`config.mk`:
```
export PLATFORM = sky130hd
export DESIGN_NAME = uart_tx_arbiter
export DESIGN_NICKNAME = d
export VERILOG_FILES = /design/src/rtl/uart_pkg.sv /design/src/rtl/rr_arbiter.sv /design/src/rtl/uart_tx_arbiter.sv
export SDC_FILE = /design/constraint.sdc
export NUM_CORES = 1
export LEC_CHECK = 0
export BUFFER_PORTS_ARGS = -buffer_cell sky130_fd_sc_hd__clkbuf_2
export CORE_MARGIN = 5
export CORE_UTILIZATION = 49
export DETAILED_ROUTE_END_ITERATION = 10
export PLACE_DENSITY = 0.84
export SETUP_SLACK_MARGIN = 0.2
export SLEW_MARGIN = 20
export SYNTH_ARGS = -nofsm -noshare
export SYNTH_HDL_FRONTEND = slang
export SYNTH_SLANG_ARGS = --single-unit
```
`constraint.sdc`:
```
create_clock -name clk -period 5.09 [get_ports clk]
set_input_delay 0.7635 -clock clk [delete_from_list [all_inputs] [get_ports clk]]
set_output_delay 0.7635 -clock clk [all_outputs]
set_load 0.02 [all_outputs]
```
`src/rtl/uart_pkg.sv`:
```
// Shared types and sizing helpers for the UART transmit path.
// Imported by the TX arbiter and its round-robin picker.
package uart_pkg;

    typedef enum logic [2:0] {
        IDLE,
        LAUNCH,
        WAIT_BUSY,
        WAIT_DONE,
        GAP
    } arb_state_t;

    localparam int DATA_WIDTH_DEF = 8;

    // Width of an index into n items, never below one bit.
    function automatic int idx_width(input int n);
        return (n < 2) ? 1 : $clog2(n);
    endfunction

    // One counter serves the watchdog and the gap timer.
    function automatic int cnt_width(input int ack, input int gap);
        int m;
        m = (ack > gap + 1) ? ack : gap + 1;
        return (m < 2) ? 1 : $clog2(m);
    endfunction

endpackage

```
`src/rtl/rr_arbiter.sv`:
```
// Combinational round-robin picker: first active request at or
// after the pointer, wrapping to index 0.
module rr_arbiter
    import uart_pkg::*;
#(
    parameter int NUM_REQ = 4
) (
    input  logic [NUM_REQ-1:0]            req,
    input  logic [idx_width(NUM_REQ)-1:0] ptr,
    output logic [NUM_REQ-1:0]            grant,
    output logic [idx_width(NUM_REQ)-1:0] idx,
    output logic                          any_req
);

    localparam int IW = idx_width(NUM_REQ);

    // Scan NUM_REQ slots starting at ptr; the first hit wins.
    always_comb begin
        int          j;
        logic [IW-1:0] k;
        grant   = '0;
        idx     = '0;
        any_req = 1'b0;
        j       = 0;
        k       = '0;
        for (int i = 0; i < NUM_REQ; i++) begin
            j = int'(ptr) + i;
            if (j >= NUM_REQ) begin
                j = j - NUM_REQ;
            end
            k = IW'(j);
            if (!any_req && req[k]) begin
                any_req  = 1'b1;
                grant[k] = 1'b1;
                idx      = k;
            end
        end
    end

endmodule

```
`src/rtl/uart_tx_arbiter.sv`:
```
// Shares one UART transmitter among NUM_REQ byte producers,
// one frame at a time, with start watchdog and inter-frame gap.
module uart_tx_arbiter
    import uart_pkg::*;
#(
    parameter int NUM_REQ     = 4,
    parameter int DATA_WIDTH  = DATA_WIDTH_DEF,
    parameter int ACK_TIMEOUT = 4096,
    parameter int GAP_CYCLES  = 0
) (
    input  logic                          clk,
    input  logic                          rst_n,
    input  logic [NUM_REQ-1:0]            req_valid,
    input  logic [NUM_REQ*DATA_WIDTH-1:0] req_data,
    output logic [NUM_REQ-1:0]            req_ready,
    output logic                          tx_start,
    output logic [DATA_WIDTH-1:0]         tx_data,
    input  logic                          tx_busy,
    output logic [idx_width(NUM_REQ)-1:0] grant_id,
    output logic                          active,
    output logic                          frame_done,
    output logic                          timeout_err
);

    localparam int IW = idx_width(NUM_REQ);
    localparam int CW = cnt_width(ACK_TIMEOUT, GAP_CYCLES);

    // Watchdog fires when the increment would reach ACK_TIMEOUT-1.
    localparam logic [CW-1:0] ACK_LAST = CW'(ACK_TIMEOUT - 2);
    localparam logic [CW-1:0] GAP_LAST =
        CW'((GAP_CYCLES > 0) ? GAP_CYCLES - 1 : 0);

    arb_state_t          state;
    arb_state_t          state_next;
    logic [IW-1:0]       ptr;
    logic [IW-1:0]       win;
    logic [NUM_REQ-1:0]  grant;
    logic                any_req;
    logic                accept;
    logic                busy_fall;
    logic                wd_expire;
    logic [CW-1:0]       cnt;
    logic                busy_q;
    logic [DATA_WIDTH-1:0] req_bytes [NUM_REQ];

    for (genvar g = 0; g < NUM_REQ; g++) begin : g_unpack
        assign req_bytes[g] = req_data[g*DATA_WIDTH +: DATA_WIDTH];
    end

    rr_arbiter #(
        .NUM_REQ (NUM_REQ)
    ) u_rr (
        .req     (req_valid),
        .ptr     (ptr),
        .grant   (grant),
        .idx     (win),
        .any_req (any_req)
    );

    assign frame_done = busy_fall;

    // Next state, handshake pulse and transmitter strobes.
    always_comb begin
        state_next = state;
        accept     = 1'b0;
        busy_fall  = 1'b0;
        wd_expire  = 1'b0;
        req_ready  = '0;
        tx_start   = 1'b0;
        active     = 1'b1;
        case (state)
            IDLE: begin
                active = 1'b0;
                if (any_req && !rst_n) begin
                    accept     = 1'b1;
                    req_ready  = grant;
                    state_next = LAUNCH;
                end
            end
            LAUNCH: begin
                tx_start   = 1'b1;
                state_next = WAIT_BUSY;
            end
            WAIT_BUSY: begin
                tx_start = 1'b1;
                if (tx_busy) begin
                    state_next = WAIT_DONE;
                end else if (cnt == ACK_LAST) begin
                    wd_expire  = 1'b1;
                    state_next = IDLE;
                end
            end
            WAIT_DONE: begin
                if (busy_q && !tx_busy) begin
                    busy_fall  = 1'b1;
                    state_next = (GAP_CYCLES > 0) ? GAP : IDLE;
                end
            end
            GAP: begin
                if (cnt == GAP_LAST) begin
                    state_next = IDLE;
                end
            end
            default: state_next = IDLE;
        endcase
    end

    // State register and the shared watchdog / gap counter.
    always_ff @(posedge clk or posedge rst_n) begin
        if (rst_n) begin
            state  <= IDLE;
            cnt    <= '0;
            busy_q <= 1'b0;
        end else begin
            state  <= state_next;
            busy_q <= tx_busy;
            if (state_next != state) begin
                cnt <= '0;
            end else if (state == WAIT_BUSY || state == GAP) begin
                cnt <= cnt + CW'(1);
            end
        end
    end

    // Capture the winner's byte and advance the fairness pointer.
    always_ff @(posedge clk or posedge rst_n) begin
        if (rst_n) begin
            tx_data     <= '0;
            grant_id    <= '0;
            ptr         <= '0;
            timeout_err <= 1'b0;
        end else begin
            if (accept) begin
                tx_data  <= req_bytes[win];
                grant_id <= win;
                ptr      <= (win == IW'(NUM_REQ - 1)) ? '0 : win + IW'(1);
            end
            if (wd_expire) begin
                timeout_err <= 1'b1;
            end
        end
    end

endmodule

```
==> results.ini <==
[status]
status=finished clean

[sta]
post-route-period-util=0.7604
slew_headroom=0.4779
setup_violations=0
worst-slew-pin-transition_ns=0.7779
hold_viol=0
final_max_slew_viol_count=0
hold_slack_ns=0.4797
clock_skew_ns=0.002278
totalNegativeSetupSlack_ns=0
unrepaired_setup_endpoints_after_global_routing=false
max_clock_freq_mhz=258.4
post-route-min-period_ns=3.870

[cts]
clock_tree.buffer_depth=2
h-tree-depth=2
post_cts_buffers=0
cts-buffers-inserted=5
postCtsHoldBufs=0
cts_tree=yes
clk_transition_reported_paths_ns=0.06
cts-resized-gates=0
later_pin_clock_latency_in_the_skew_report_ns=0.28
cts_num_sinks=29
cts-root-buf=sky130_fd_sc_hd__clkbuf_8

[logic_synthesis]
ys_top_cells_by_area=sky130_fd_sc_hd__dfrtp_1, sky130_fd_sc_hd__ha_1, sky130_fd_sc_hd__nor2_1
synth_largest_type_area_fraction=0.3187
ys_types=54
synth.net_count=306
postSynth.asyncResetShare=1.000
synth.yosys.seq_area_share=0.3187
post_synth_instance_area_sq_um=2277
synth_largest_area_cell=sky130_fd_sc_hd__dfrtp_1
synth_edf_count=0
synth_ff_type=sky130_fd_sc_hd__dfrtp_1
synth_seq_cells=29
syn_area_per_cell_sq_um=8.895
yosys_warns=0
netlist_instances=256

[setup_path]
cp_cell_sequence=inv_1, ha_1, mux4_2, nor2b_2, a22oi_1, nor2_1, a221oi_1, nor2_1, clkbuf_2
worst_path_max_stage_delay_ns=0.63
crit_path_end_kind=output pin
critPathBufInv=2
startpoint_type=register
required_time_at_the_endpoint_of_the_critical_path_ns=4.33
worst-path-max-fanout=13
cp_common_cell=sky130_fd_sc_hd__nor2_1
critPathArrivalTime_ns=3.11
crit_family=simple AND/OR/NAND/NOR gates
crit_slowest_cell=sky130_fd_sc_hd__mux4_2
worstSetupPathType=register to output pin

[layout]
final_nets=358
layout_common_cells=sky130_fd_sc_hd__clkbuf_2, sky130_fd_sc_hd__nor2_1, sky130_fd_sc_hd__dfrtp_1
layout.cells.most_common=sky130_fd_sc_hd__clkbuf_2
syn_to_final_growth_pct=18.30
antenna_cells=0
final_layout_size_suffix_gt1_frac=0.2751

[global_routing]
grt_pass1_vias=1989
grt_pass1_wl_microns=9170
grt.total_usage=0.1803
global_route.overflow_total=0
antenna_found_initial=0
grt_start_max_net_pins=30

[floorplanning]
die_h_microns=78.17
start_util=0.5124
chipWidth_microns=78.17
design.die.area_sq_um=6111
i_o_pin_total=57
rows=24
core_area_sq_um=4444

[placed_design]
gp_congestion=0.8849
place.port_buffers=56
dpl.hpwl_microns=3971

[route]
route.antenna.remaining_nets=0
dr_total_vias=2078
routed_wl_microns=5334
route.detailed.drc=0
detailed_router_iteration_count_before_antenna_repair=4
drt-wirelength-per-cell_microns=14.78
post_drt_via_cell_ratio=5.756
drt_first_iter_violations=112

[pwr]
power_density_over_cell_area_nw_per_um2=546.9
static-leakage-power_uw=0.001225
max_vdd_drop_mv=0.2308

[min_path]
worst_hold_path_type=register to register

[run]
max_cap_violations=0

## where the power goes
group	internal, uW	switching [uW]
Clock	159	87.6
Sequential	288	53.4
Combinational	356	529
## flip-flops by register name, summed over array words and instances, names as in the netlist, named ones only
name         cells
timeout_err      1
grant_id         2
cnt             12
busy_q           1
ptr              1
tx_data          8
state            3
## kinds of logic (layout without fill, tap and decap cells)
| logic type | after synthesis | count (layout) | synth area share |
|---|---|---|---|
| and+or+nand+nor | 108 | 108 | 0.2456 |
| muxes | 19 | 19 | 0.1088 |
| buffers and inverters | 24 | 77 | 0.04615 |
| AOI/OAI and AO/OA | 51 | 51 | 0.1665 |
| DFF | 29 | 29 | 0.3187 |
| xor gates and xnor gates | 14 | 14 | 0.05385 |
| adders and majority gates | 11 | 11 | 0.06044 |
## per-stage QoR
stage	instance area, sq um	power (uW)	setup WS (ns)	instances	utilization
floorplan	2277	1032	1.383	256	-
global placement	2577	1210	1.649	353	0.5800
detailed placement	2577	1229	1.535	353	0.5800
CTS	2694	1483	1.227	361	0.6061
global route	2694	1596	0.9083	361	0.6061
finish	2694	1473	1.220	361	0.6061
## metal layers
layer / GRT usage / vias up / part of all wire
li1: - / 1031 / -
met5: 0 / - / 0
met4: 0.04545 / 0 / 0.0096
met2: 0.3048 / 64 / 0.48
met1: 0.2350 / 975 / 0.44
met3: 0.04005 / 8 / 0.068
## path summary, 6_finish.rpt
check,slack (ns),startpoint,endpoint,depth (start not counted)
worst max-delay path,1.22,ptr[1]$_DFFE_PP0P_,req_ready[0],9
worst min-delay path,0.48,timeout_err$_DFFE_PP0P_,timeout_err$_DFFE_PP0P_,1
worst max register to register,1.76,ptr[1]$_DFFE_PP0P_,tx_data[4]$_DFFE_PP0P_,7
worst min register to register,0.48,timeout_err$_DFFE_PP0P_,timeout_err$_DFFE_PP0P_,1
max in group asynchronous,4.13,rst_n,cnt[6]$_DFFE_PP0P_,2
min in group asynchronous,0.56,rst_n,state[1]$_DFF_PP0_,2
## cell type report
cell class	instances	area (sq um)
timing repair buffer	59	302.8
clock buffer	7	86.33
sequential	29	725.7
inverter	10	37.54
fill	408	1750
multi-input combinational	203	1446
clock inverter	1	30.03
tap	52	65.06
## synthesized netlist by cell type (4+ instances only)
library cell and instances:
sky130_fd_sc_hd__nor2b_1 6, sky130_fd_sc_hd__mux2i_1 8, sky130_fd_sc_hd__o211ai_1 8, sky130_fd_sc_hd__nand2b_1 10, sky130_fd_sc_hd__dfrtp_1 29, sky130_fd_sc_hd__xor2_1 5, sky130_fd_sc_hd__and4_1 4, sky130_fd_sc_hd__ha_1 11
sky130_fd_sc_hd__mux2_2 7, sky130_fd_sc_hd__buf_2 5, sky130_fd_sc_hd__nor2_1 32, sky130_fd_sc_hd__xnor2_1 9, sky130_fd_sc_hd__nand3_1 11, sky130_fd_sc_hd__a221oi_1 5, sky130_fd_sc_hd__a22oi_1 4, sky130_fd_sc_hd__nand2_1 20
sky130_fd_sc_hd__inv_1 10, sky130_fd_sc_hd__o21ai_0 11, sky130_fd_sc_hd__clkbuf_1 7, sky130_fd_sc_hd__o2111ai_1 5
Note: power is estimated with default switching activity, not from simulation.
